==> config.mk <==
export PLATFORM = sky130hd
export DESIGN_NAME = mem_ctrl
export DESIGN_NICKNAME = d
export VERILOG_FILES = /design/src/rtl/mem_ctrl.sv
export SDC_FILE = /design/constraint.sdc
export NUM_CORES = 1
export LEC_CHECK = 0
export CORE_MARGIN = 3
export CORE_UTILIZATION = 45
export DETAILED_ROUTE_END_ITERATION = 10
export PLACE_DENSITY = 0.78
export SKIP_LAST_GASP = 1
export SLEW_MARGIN = 25
export SYNTH_ARGS = -nofsm -noshare
export SYNTH_HDL_FRONTEND = slang
export SYNTH_SLANG_ARGS = --single-unit
==> constraint.sdc <==
create_clock -name clk -period 2.1 [get_ports clk]
set_clock_uncertainty 0.1 [all_clocks]
set_input_delay 0.42 -clock clk [delete_from_list [all_inputs] [get_ports clk]]
set_output_delay 0.42 -clock clk [all_outputs]
set_load 0.1 [all_outputs]
==> src/rtl/mem_ctrl.sv <==
// Single-port memory controller: byte/half/word loads and stores, read-modify-write for sub-word stores.
// Optional misaligned-access trap enabled by defining MEM_CTRL_MISALIGN_TRAP_EN.
module mem_ctrl #(
    parameter int unsigned WIDTH      = 32,
    parameter int unsigned ADDR_WIDTH = 16
) (
    input  logic                  clk,
    input  logic                  reset,
    input  logic                  req_valid,
    output logic                  req_ready,
    input  logic                  req_we,
    input  logic [1:0]            req_size,
    input  logic                  req_signed,
    input  logic [ADDR_WIDTH+1:0] req_addr,
    input  logic [WIDTH-1:0]      req_wdata,
    output logic                  rsp_valid,
    output logic [WIDTH-1:0]      rsp_rdata,
    output logic                  rsp_err,
    output logic                  mem_mode,
    output logic [ADDR_WIDTH-1:0] mem_addr,
    output logic [WIDTH-1:0]      mem_wdata,
    input  logic [WIDTH-1:0]      mem_rdata
);

    localparam int unsigned HALF_W = 16;
    localparam int unsigned BYTE_W = 8;

    typedef enum logic [2:0] {IDLE, RD, RD_WAIT, RMW_RD, RMW_WAIT, WR, RESP} state_t;

    state_t                state, next_state;
    logic                  lat_signed;
    logic [1:0]            lat_size;
    logic [1:0]            lat_lane;
    logic [WIDTH-1:0]      lat_wdata;

    logic                  accept_c;
    logic                  misaligned_c;
    logic [1:0]            req_lane_c;
    logic                  rsp_valid_d, rsp_err_d, mem_mode_d;
    logic [WIDTH-1:0]      rsp_rdata_d, mem_wdata_d;
    logic [ADDR_WIDTH-1:0] mem_addr_d;

`ifdef MEM_CTRL_MISALIGN_TRAP_EN
    assign misaligned_c = req_size[1] ? (req_addr[1:0] != 2'b00) : (req_size[0] & req_addr[0]);
`else
    assign misaligned_c = 1'b0;
`endif

    // Lane is forced to size alignment; aligned requests are unaffected.
    assign req_lane_c = req_size[1] ? 2'b00 : (req_size[0] ? {req_addr[1], 1'b0} : req_addr[1:0]);

    function automatic logic [WIDTH-1:0] extract(input logic [WIDTH-1:0] word, input logic [1:0] lane,
                                                 input logic [1:0] size, input logic sgn);
        logic [WIDTH-1:0] sh;
        logic [HALF_W-1:0] h;
        logic [BYTE_W-1:0] b;
        sh = word >> {lane, 3'b000};
        h  = sh[HALF_W-1:0];
        b  = sh[BYTE_W-1:0];
        if (size[1])
            extract = word;
        else if (size[0])
            extract = {{(WIDTH-HALF_W){sgn & h[HALF_W-1]}}, h};
        else
            extract = {{(WIDTH-BYTE_W){sgn & b[BYTE_W-1]}}, b};
    endfunction

    function automatic logic [WIDTH-1:0] merge(input logic [WIDTH-1:0] word, input logic [WIDTH-1:0] data,
                                               input logic [1:0] lane, input logic [1:0] size);
        logic [WIDTH-1:0] mask;
        mask  = size[0] ? WIDTH'(16'hFFFF) : WIDTH'(8'hFF);
        merge = (word & ~(mask << {lane, 3'b000})) | ((data & mask) << {lane, 3'b000});
    endfunction

    // Next state and next registered outputs.
    always_comb begin
        next_state  = state;
        accept_c    = 1'b0;
        rsp_valid_d = 1'b0;
        rsp_err_d   = 1'b0;
        rsp_rdata_d = '0;
        mem_mode_d  = 1'b0;
        mem_addr_d  = mem_addr;
        mem_wdata_d = mem_wdata;
        case (state)
            IDLE: begin
                if (req_valid) begin
                    accept_c   = 1'b1;
                    mem_addr_d = req_addr[ADDR_WIDTH+1:2];
                    if (misaligned_c) begin
                        next_state  = RESP;
                        rsp_valid_d = 1'b1;
                        rsp_err_d   = 1'b1;
                    end else if (!req_we) begin
                        next_state = RD;
                    end else if (req_size[1]) begin
                        next_state  = WR;
                        mem_mode_d  = 1'b1;
                        mem_wdata_d = req_wdata;
                    end else begin
                        next_state = RMW_RD;
                    end
                end
            end
            RD:      next_state = RD_WAIT;
            RD_WAIT: begin
                next_state  = RESP;
                rsp_valid_d = 1'b1;
                rsp_rdata_d = extract(mem_rdata, lat_lane, lat_size, lat_signed);
            end
            RMW_RD:  next_state = RMW_WAIT;
            RMW_WAIT: begin
                next_state  = WR;
                mem_mode_d  = 1'b1;
                mem_wdata_d = merge(mem_rdata, lat_wdata, lat_lane, lat_size);
            end
            WR: begin
                next_state  = RESP;
                rsp_valid_d = 1'b1;
            end
            RESP:    next_state = IDLE;
            default: next_state = IDLE;
        endcase
    end

    always_ff @(posedge clk) begin
        if (!reset) begin
            state      <= IDLE;
            req_ready  <= 1'b1;
            rsp_valid  <= 1'b0;
            rsp_err    <= 1'b0;
            rsp_rdata  <= '0;
            mem_mode   <= 1'b0;
            mem_addr   <= '0;
            mem_wdata  <= '0;
            lat_signed <= 1'b0;
            lat_size   <= 2'b00;
            lat_lane   <= 2'b00;
            lat_wdata  <= '0;
        end else begin
            state     <= next_state;
            req_ready <= (next_state == IDLE);
            rsp_valid <= rsp_valid_d;
            rsp_err   <= rsp_err_d;
            rsp_rdata <= rsp_rdata_d;
            mem_mode  <= mem_mode_d;
            mem_addr  <= mem_addr_d;
            mem_wdata <= mem_wdata_d;
            if (accept_c) begin
                lat_signed <= req_signed;
                lat_size   <= req_size;
                lat_lane   <= req_lane_c;
                lat_wdata  <= req_wdata;
            end
        end
    end

endmodule
==> impl_metrics.xml, run 1 <==
<?xml version="1.0" encoding="UTF-8"?>
<metrics>
  <group name="run_status">
    <metric name="run_status" unit="">finished clean</metric>
  </group>
  <group name="synthesis">
    <metric name="mappedNetlistNets" unit="">660</metric>
    <metric name="dominantRegCellSynth" unit="">sky130_fd_sc_hd__dfxtp_1</metric>
    <metric name="synth.top_cell.area_share" unit="%">44.3</metric>
    <metric name="yosys.area_share.adder" unit="%">0.259</metric>
    <metric name="synth.largest_area_cell" unit="">sky130_fd_sc_hd__dfxtp_1</metric>
    <metric name="post_synth_instance_area" unit="um2">4830</metric>
    <metric name="synth_mux_area_share" unit="%">7.58</metric>
    <metric name="synth-seq-cells" unit="">107</metric>
    <metric name="top_cell_types_by_occurrence_after_synthesis" unit="">sky130_fd_sc_hd__dfxtp_1 (107), sky130_fd_sc_hd__nand2_1 (107), sky130_fd_sc_hd__a21oi_1 (64)</metric>
    <metric name="synth.distinct_cells" unit="">47</metric>
    <metric name="synth-simple-area-share" unit="%">15.4</metric>
    <metric name="synthTopCellsByArea" unit="">sky130_fd_sc_hd__dfxtp_1 (44%), sky130_fd_sc_hd__nand2_1 (8.3%), sky130_fd_sc_hd__a21oi_1 (6.6%)</metric>
    <metric name="mean_instance_size_in_the_synthesized_netlist" unit="um2">8.48</metric>
    <metric name="synth_top_family_by_area" unit="">compound AO/OA/AOI/OAI gates</metric>
    <metric name="post_synthesis_async_set_or_reset_flop_share" unit="%">0</metric>
    <metric name="compound_gate_portion_of_the_synthesized_area" unit="%">26.9</metric>
    <metric name="synth.yosys.seq_area_share" unit="%">44.3</metric>
    <metric name="synthCells" unit="">570</metric>
    <metric name="synth-xor-area-share" unit="%">0</metric>
    <metric name="yosys_warnings" unit="">0</metric>
    <metric name="synth-edff-count" unit="">0</metric>
  </group>
  <group name="cts">
    <metric name="cts_tree" unit="">built</metric>
    <metric name="cts_sinks" unit="">107</metric>
    <metric name="tritoncts.num_buffers" unit="">9</metric>
    <metric name="clkTransAtPathRegs" unit="ns">0.10</metric>
    <metric name="clock_tree_root_driver_cell" unit="">sky130_fd_sc_hd__clkbuf_8</metric>
    <metric name="cts_max_level" unit="">3</metric>
    <metric name="post_cts_resized" unit="">0</metric>
    <metric name="postCtsHoldBufs" unit="">0</metric>
    <metric name="cts_max_path_buffers" unit="">2</metric>
    <metric name="clock_latency" unit="ns">0.37</metric>
    <metric name="cts_post_setup_buffers_inserted" unit="">0</metric>
  </group>
  <group name="critical_path">
    <metric name="worst_path_dominant_cell_family" unit="">buffers and inverters</metric>
    <metric name="crit_path_start" unit="">mem_rdata[31]</metric>
    <metric name="critPathRequiredTime" unit="ns">2.32</metric>
    <metric name="worstPathCellList" unit="">clkdlybuf4s50_1 &gt; mux2i_1 &gt; mux4_2 &gt; nor4b_4 &gt; buf_12 &gt; a21o_1</metric>
    <metric name="arrival_time_at_the_worst_endpoint" unit="ns">2.20</metric>
    <metric name="timing.critical_path.slowest_cell_delay" unit="ns">0.56</metric>
    <metric name="crit_path_top_delay_cell" unit="">sky130_fd_sc_hd__clkdlybuf4s50_1</metric>
    <metric name="cp_max_fo" unit="">16</metric>
    <metric name="setup.worst_path.end_class" unit="">register</metric>
    <metric name="worstSetupPathType" unit="">in2reg</metric>
    <metric name="crit-reg2reg-launch" unit="">state[1]</metric>
    <metric name="critical_path_buf_inv_count" unit="">2</metric>
    <metric name="timing.critical_path.from_type" unit="">input pin</metric>
  </group>
  <group name="power">
    <metric name="ir_drop_worst_case_vdd" unit="mV">1.01</metric>
    <metric name="fin_total_pwr" unit="W">0.00828</metric>
    <metric name="sw_frac_of_total" unit="%">50.8</metric>
    <metric name="clock_power_share" unit="%">14.2</metric>
    <metric name="p_seq_share" unit="%">31.9</metric>
    <metric name="static_leakage" unit="nW">2.89</metric>
    <metric name="intPower" unit="W">0.00408</metric>
    <metric name="power_density" unit="nW/um2">1200</metric>
    <metric name="combPwrFrac" unit="%">53.9</metric>
    <metric name="net-switching-power" unit="W">0.00421</metric>
  </group>
  <group name="place">
    <metric name="dpl-instance-area" unit="um2">6720</metric>
    <metric name="buffer_ports.inserted" unit="">171</metric>
    <metric name="detailed_placement_wirelength_estimate" unit="um">12400</metric>
    <metric name="globalplace.congestion" unit="">0.850</metric>
  </group>
  <group name="worst_hold_path">
    <metric name="worstHoldPathType" unit="">reg2reg</metric>
    <metric name="worstHoldStart" unit="">mem_addr[15]</metric>
  </group>
  <group name="floorplanning">
    <metric name="placement_rows" unit="">37</metric>
    <metric name="floorplan.core_area" unit="um2">10400</metric>
    <metric name="dieArea" unit="um2">12000</metric>
    <metric name="chipWidth" unit="um">110</metric>
    <metric name="initial_core_util" unit="%">46.6</metric>
    <metric name="die_y" unit="um">110</metric>
    <metric name="floorplan.io_pins" unit="">173</metric>
  </group>
  <group name="run">
    <metric name="maxCapViolCount" unit="">0</metric>
  </group>
  <group name="global_route">
    <metric name="grt_overflow_total" unit="">0</metric>
    <metric name="grt_pass1_wl" unit="um">23900</metric>
    <metric name="pin_count_of_the_biggest_net_entering_global_routing" unit="">45</metric>
    <metric name="grt_antenna_before_repair" unit="">0</metric>
    <metric name="via_count_of_the_first_global_routing_pass" unit="">4508</metric>
    <metric name="grt_use_total" unit="%">25.7</metric>
  </group>
  <group name="sta">
    <metric name="hold_viol" unit="">0</metric>
    <metric name="min_period_over_period" unit="%">94.3</metric>
    <metric name="slew_viol_final" unit="">0</metric>
    <metric name="rsz0062_at_grt" unit="">no</metric>
    <metric name="finalSetupViolCount" unit="">0</metric>
    <metric name="finalWorstPathRequiredPeriod" unit="ns">1.98</metric>
    <metric name="fin_tns_setup" unit="ns">0</metric>
    <metric name="worst_slew_pin_slew" unit="ns">0.557</metric>
    <metric name="clock.fmax" unit="MHz">505</metric>
    <metric name="slew_headroom" unit="%">62.5</metric>
  </group>
  <group name="detailed_routing">
    <metric name="initial_drt_pass_iterations" unit="">5</metric>
    <metric name="wl_per_cell" unit="um">17.9</metric>
    <metric name="drt-vias-per-instance" unit="">5.63</metric>
    <metric name="dr.first_iter.drc_count" unit="">381</metric>
    <metric name="num_vias" unit="">5007</metric>
    <metric name="drt-total-wl" unit="um">15900</metric>
    <metric name="drc_errors" unit="">0</metric>
    <metric name="detail-route-antenna-nets" unit="">0</metric>
  </group>
  <group name="final_layout">
    <metric name="diodes" unit="">0</metric>
    <metric name="design_area" unit="um2">6900</metric>
    <metric name="synthToLayoutAreaGrowth" unit="%">42.7</metric>
    <metric name="finalNetCount" unit="">839</metric>
    <metric name="share_of_cells_above_drive_strength_1" unit="%">22.8</metric>
  </group>
</metrics>
## path summary, 6_finish.rpt
kind | slack [ns] | to | cells after the start
setup / recovery | 0.12 | rsp_rdata[30] | 6
hold / removal | 0.36 | mem_addr[15] | 2
setup reg to reg | 0.13 | mem_wdata[23] | 5
hold reg to reg | 0.36 | mem_addr[15] | 2
## registers in the layout (all words and copies together), names as in the netlist
register    flops
state           3
mem_mode        1
rsp_valid       1
lat_size        2
req_ready       1
lat_lane        2
lat_signed      1
lat_wdata      16
rsp_rdata      32
mem_wdata      32
mem_addr       16
## placed cells by master, fill, tap and decap left out, types with 3 or more instances in the layout
cell / netlist / final
sky130_fd_sc_hd__clkbuf_8: 0 / 9
sky130_fd_sc_hd__nand2_1: 107 / 107
sky130_fd_sc_hd__nor2_1: 26 / 25
sky130_fd_sc_hd__a221oi_1: 17 / 17
sky130_fd_sc_hd__mux2_2: 9 / 9
sky130_fd_sc_hd__a31oi_1: 5 / 5
sky130_fd_sc_hd__buf_4: 1 / 126
sky130_fd_sc_hd__o21ai_0: 25 / 25
sky130_fd_sc_hd__nand2b_1: 7 / 7
sky130_fd_sc_hd__dfxtp_1: 107 / 106
sky130_fd_sc_hd__inv_1: 12 / 12
sky130_fd_sc_hd__nor2b_1: 3 / 3
sky130_fd_sc_hd__a2bb2oi_1: 3 / 3
sky130_fd_sc_hd__a221o_1: 8 / 8
sky130_fd_sc_hd__a21oi_1: 64 / 64
sky130_fd_sc_hd__nor3_1: 4 / 3
sky130_fd_sc_hd__o22ai_1: 17 / 17
sky130_fd_sc_hd__a22oi_1: 5 / 5
sky130_fd_sc_hd__clkdlybuf4s50_1: 0 / 88
sky130_fd_sc_hd__a21o_1: 16 / 16
sky130_fd_sc_hd__buf_12: 0 / 5
sky130_fd_sc_hd__and2_1: 8 / 8
sky130_fd_sc_hd__o221a_2: 7 / 7
sky130_fd_sc_hd__o211ai_1: 20 / 20
sky130_fd_sc_hd__mux2i_1: 22 / 22
## through the flow
| stage | util [%] | setup slack (ns) | cells | hold slack (ns) |
|---|---|---|---|---|
| finish | 66.5 | 0.120 | 889 | 0.363 |
| global route | 66.5 | 0.0360 | 889 | 0.394 |
| CTS | 66.5 | 0.00818 | 889 | 0.369 |
| detailed placement | 64.8 | -0.267 | 874 | 0.353 |
| global placement | 64.8 | -0.218 | 874 | 0.342 |
| floorplan | - | 0.180 | 570 | 0.347 |
## worst min-delay path, delay by kind of cell (launching register included)
kind	cells	cell delay, ns
and+or+nand+nor	1	0.05
AOI/OAI and AO/OA	1	0.05
DFF	1	0.32
## cell families after synthesis
| group | Yosys count |
|---|---|
| AOI/OAI and AO/OA | 196 |
| adders and majority gates | 1 |
| buffers and inverters | 64 |
| DFF | 107 |
| muxes | 33 |
| other | 1 |
| and+or+nand+nor | 168 |
## per-layer routing
metal	GRT usage [%]	part of all wire [%]	up-vias
met2	40.5	47	226
met1	37.2	44	2367
met3	2.76	7.4	23
met5	0	0	-
met4	7.84	1.9	0
li1	-	-	2391
## area by class of cell
class	count	area (um2)
clock buffers	9	124
clock inverters	6	50.0
fillers	887	3470
inverters	13	48.8
multi-input cells	399	2440
flip-flops and latches	107	2140
well taps	136	170
repair buffers	219	1930
## power groups by stage
stage | clock (W) | sequential [W] | combinational (W)
2_1_floorplan | 0 | 0.00458 | 0.00125
4_1_cts | 0.00120 | 0.00264 | 0.00445
6_report | 0.00117 | 0.00264 | 0.00447
3_5_place_dp | 0 | 0.00268 | 0.00444
3_3_place_gp | 0 | 0.00267 | 0.00438
5_1_grt | 0.00128 | 0.00269 | 0.00467
Note: power is estimated with default switching activity, not from simulation.
==> inputs of run 2 (changes only) <==
--- a/config.mk
+++ b/config.mk
@@ -8,9 +8,9 @@
 export CORE_MARGIN = 3
 export CORE_UTILIZATION = 45
 export DETAILED_ROUTE_END_ITERATION = 10
-export PLACE_DENSITY = 0.78
+export PLACE_DENSITY = 0.92
 export SKIP_LAST_GASP = 1
-export SLEW_MARGIN = 25
+export SLEW_MARGIN = 5
 export SYNTH_ARGS = -nofsm -noshare
 export SYNTH_HDL_FRONTEND = slang
 export SYNTH_SLANG_ARGS = --single-unit
==> run 2 against run 1 <==
Against the previous run: design area up 0.42%; via count is 0.78% higher; highest routed layer unchanged; register-to-register slack worse by 0.06 ns; die area is the same; clock power increased by 5%; sequential power about the same.
==> impl_metrics.xml, run 2 (same netlist as run 1, synthesis figures left out) <==
<?xml version="1.0" encoding="UTF-8"?>
<metrics>
  <group name="sta">
    <metric name="worst_slew_pin_slew" unit="ns">0.536</metric>
    <metric name="hold_viol" unit="">0</metric>
    <metric name="post-route-worst-setup-slack" unit="ns">0.0739</metric>
    <metric name="hold_ws" unit="ns">0.360</metric>
    <metric name="finalWorstPathRequiredPeriod" unit="ns">2.03</metric>
    <metric name="finalSetupViolCount" unit="">0</metric>
    <metric name="rsz0062_at_grt" unit="">yes</metric>
    <metric name="slew_headroom" unit="%">64.2</metric>
    <metric name="slew_viol_final" unit="">0</metric>
    <metric name="clock.fmax" unit="MHz">494</metric>
    <metric name="min_period_over_period" unit="%">96.5</metric>
  </group>
  <group name="final_layout">
    <metric name="share_of_cells_above_drive_strength_1" unit="%">22.3</metric>
    <metric name="utilization" unit="%">66.8</metric>
    <metric name="reg.largest.list" unit="">mem_wdata (32), rsp_rdata (32)</metric>
    <metric name="layoutNonFillerInstCount" unit="">888</metric>
    <metric name="layout_common_cells" unit="">sky130_fd_sc_hd__buf_4 (124), sky130_fd_sc_hd__nand2_1 (107), sky130_fd_sc_hd__dfxtp_1 (107)</metric>
    <metric name="synthToLayoutAreaGrowth" unit="%">43.3</metric>
    <metric name="fillers" unit="">817</metric>
    <metric name="diodes" unit="">0</metric>
    <metric name="finalNetCount" unit="">839</metric>
    <metric name="layout_commonest_cell" unit="">sky130_fd_sc_hd__buf_4</metric>
  </group>
  <group name="place">
    <metric name="detailed_placement_wirelength_estimate" unit="um">12500</metric>
    <metric name="buffer_ports.inserted" unit="">171</metric>
    <metric name="post-place-cells" unit="">874</metric>
    <metric name="globalplace.congestion" unit="">0.961</metric>
    <metric name="preCtsSetupSlack" unit="ns">-0.241</metric>
  </group>
  <group name="detailed_routing">
    <metric name="detail-route-antenna-nets" unit="">0</metric>
    <metric name="drt-total-wl" unit="um">16100</metric>
    <metric name="drc_errors" unit="">0</metric>
    <metric name="wl_per_cell" unit="um">18.1</metric>
    <metric name="initial_drt_pass_iterations" unit="">5</metric>
    <metric name="num_vias" unit="">5046</metric>
    <metric name="dr.first_iter.drc_count" unit="">594</metric>
    <metric name="drt-vias-per-instance" unit="">5.68</metric>
  </group>
  <group name="run">
    <metric name="maxCapViolCount" unit="">0</metric>
  </group>
  <group name="critical_path">
    <metric name="setup.worst_path.end_class" unit="">register</metric>
    <metric name="cp_max_fo" unit="">13</metric>
    <metric name="crit_path_start" unit="">lat_lane[1]</metric>
    <metric name="crit-reg2reg-capture" unit="">mem_wdata[12]</metric>
    <metric name="timing.critical_path.from_type" unit="">register</metric>
    <metric name="rr_worst_depth" unit="">5</metric>
    <metric name="critPathRequiredTime" unit="ns">2.25</metric>
    <metric name="worstSetupPathType" unit="">reg2reg</metric>
    <metric name="timing.reg2reg.setup_slack" unit="ns">0.07</metric>
    <metric name="endpoint" unit="">mem_wdata[12]</metric>
    <metric name="crit-reg2reg-launch" unit="">lat_lane[1]</metric>
    <metric name="arrival_time_at_the_worst_endpoint" unit="ns">2.18</metric>
  </group>
  <group name="global_route">
    <metric name="grt_pass1_wl" unit="um">24400</metric>
    <metric name="via_count_of_the_first_global_routing_pass" unit="">4654</metric>
    <metric name="grt_use_total" unit="%">26.5</metric>
    <metric name="grt_overflow_total" unit="">0</metric>
    <metric name="grt_antenna_before_repair" unit="">0</metric>
    <metric name="pin_count_of_the_biggest_net_entering_global_routing" unit="">50</metric>
  </group>
  <group name="power">
    <metric name="net-switching-power" unit="W">0.00414</metric>
    <metric name="ir_drop_worst_case_vdd" unit="mV">1.23</metric>
    <metric name="clock_power_share" unit="%">14.6</metric>
    <metric name="sw_frac_of_total" unit="%">49.5</metric>
    <metric name="intPower" unit="W">0.00423</metric>
    <metric name="p_seq_share" unit="%">31.5</metric>
    <metric name="static_leakage" unit="nW">2.90</metric>
    <metric name="combPwrFrac" unit="%">53.9</metric>
    <metric name="power_density" unit="nW/um2">1210</metric>
  </group>
  <group name="cts">
    <metric name="cts_max_level" unit="">3</metric>
    <metric name="clock_tree_root_driver_cell" unit="">sky130_fd_sc_hd__clkbuf_8</metric>
    <metric name="cts_tree" unit="">built</metric>
    <metric name="cts_post_setup_buffers_inserted" unit="">0</metric>
    <metric name="cts_max_path_buffers" unit="">2</metric>
    <metric name="clkTransAtPathRegs" unit="ns">0.09</metric>
    <metric name="post_cts_resized" unit="">0</metric>
    <metric name="clock_latency" unit="ns">0.37</metric>
    <metric name="tritoncts.num_buffers" unit="">9</metric>
    <metric name="postCtsHoldBufs" unit="">0</metric>
    <metric name="cts_sinks" unit="">107</metric>
  </group>
  <group name="floorplanning">
    <metric name="dieArea" unit="um2">12000</metric>
    <metric name="chipWidth" unit="um">110</metric>
    <metric name="initial_core_util" unit="%">46.6</metric>
    <metric name="placement_rows" unit="">37</metric>
    <metric name="floorplan.core_area" unit="um2">10400</metric>
    <metric name="die_y" unit="um">110</metric>
    <metric name="floorplan.io_pins" unit="">173</metric>
  </group>
  <group name="run_status">
    <metric name="run_status" unit="">finished clean</metric>
  </group>
  <group name="worst_hold_path">
    <metric name="worstHoldPathType" unit="">reg2reg</metric>
  </group>
</metrics>
-- run 2: final cells by class --
cell class | count | area [um2] | share of cell area [%]
clock buffer | 11 | 141 | 2.04
clock inverter | 3 | 40.0 | 0.578
inverter | 13 | 48.8 | 0.704
multi-input combinational | 399 | 2430 | 35.1
sequential | 107 | 2140 | 30.9
tap | 136 | 170 | 2.46
timing repair buffer | 219 | 1950 | 28.2
-- run 2: metrics by stage --
step / TNS, ns / power (W) / cell area [um2]
after global placement: -4.17 / 0.00706 / 6750
after floorplan: 0 / 0.00583 / 4830
after detailed placement: -5.24 / 0.00715 / 6750
final: 0 / 0.00837 / 6930
after global routing: -0.00822 / 0.00872 / 6930
after CTS: 0 / 0.00836 / 6930
-- run 2: power groups by stage --
stage	clock [W]	sequential (W)	combinational, W
4_1_cts	0.00124	0.00263	0.00449
3_3_place_gp	0	0.00266	0.00440
3_5_place_dp	0	0.00267	0.00448
5_1_grt	0.00132	0.00268	0.00472
6_report	0.00123	0.00264	0.00451
2_1_floorplan	0	0.00458	0.00125
-- run 2: worst min path at each step --
stage / startpoint / to / slack (ns) / cells past startpoint
2_1_floorplan: lat_wdata[10] / lat_wdata[10] / 0.35 / 2
3_3_place_gp: mem_addr[2] / mem_addr[2] / 0.34 / 2
3_5_place_dp: mem_addr[11] / mem_addr[11] / 0.35 / 2
4_1_cts: mem_addr[11] / mem_addr[11] / 0.36 / 2
5_1_grt: mem_addr[11] / mem_addr[11] / 0.39 / 2
6_report: mem_addr[11] / mem_addr[11] / 0.36 / 2
-- run 2: layer usage --
metal / vias to the layer above / GRT usage [%] / part of all wire [%]
met1: 2364 / 35.2 / 41
met4: 0 / 10.1 / 2.8
met2: 252 / 42.1 / 47
met3: 37 / 5.93 / 8.7
met5: - / 0 / 0
li1: 2393 / - / -
-- run 2: critical path, cell delays in order, from the launching register on --
cell	delay, ns
sky130_fd_sc_hd__dfxtp_1	0.44
sky130_fd_sc_hd__buf_4	0.24
sky130_fd_sc_hd__inv_1	0.21
sky130_fd_sc_hd__o21ai_0	0.27
sky130_fd_sc_hd__a221oi_1	0.49
sky130_fd_sc_hd__o22ai_1	0.16
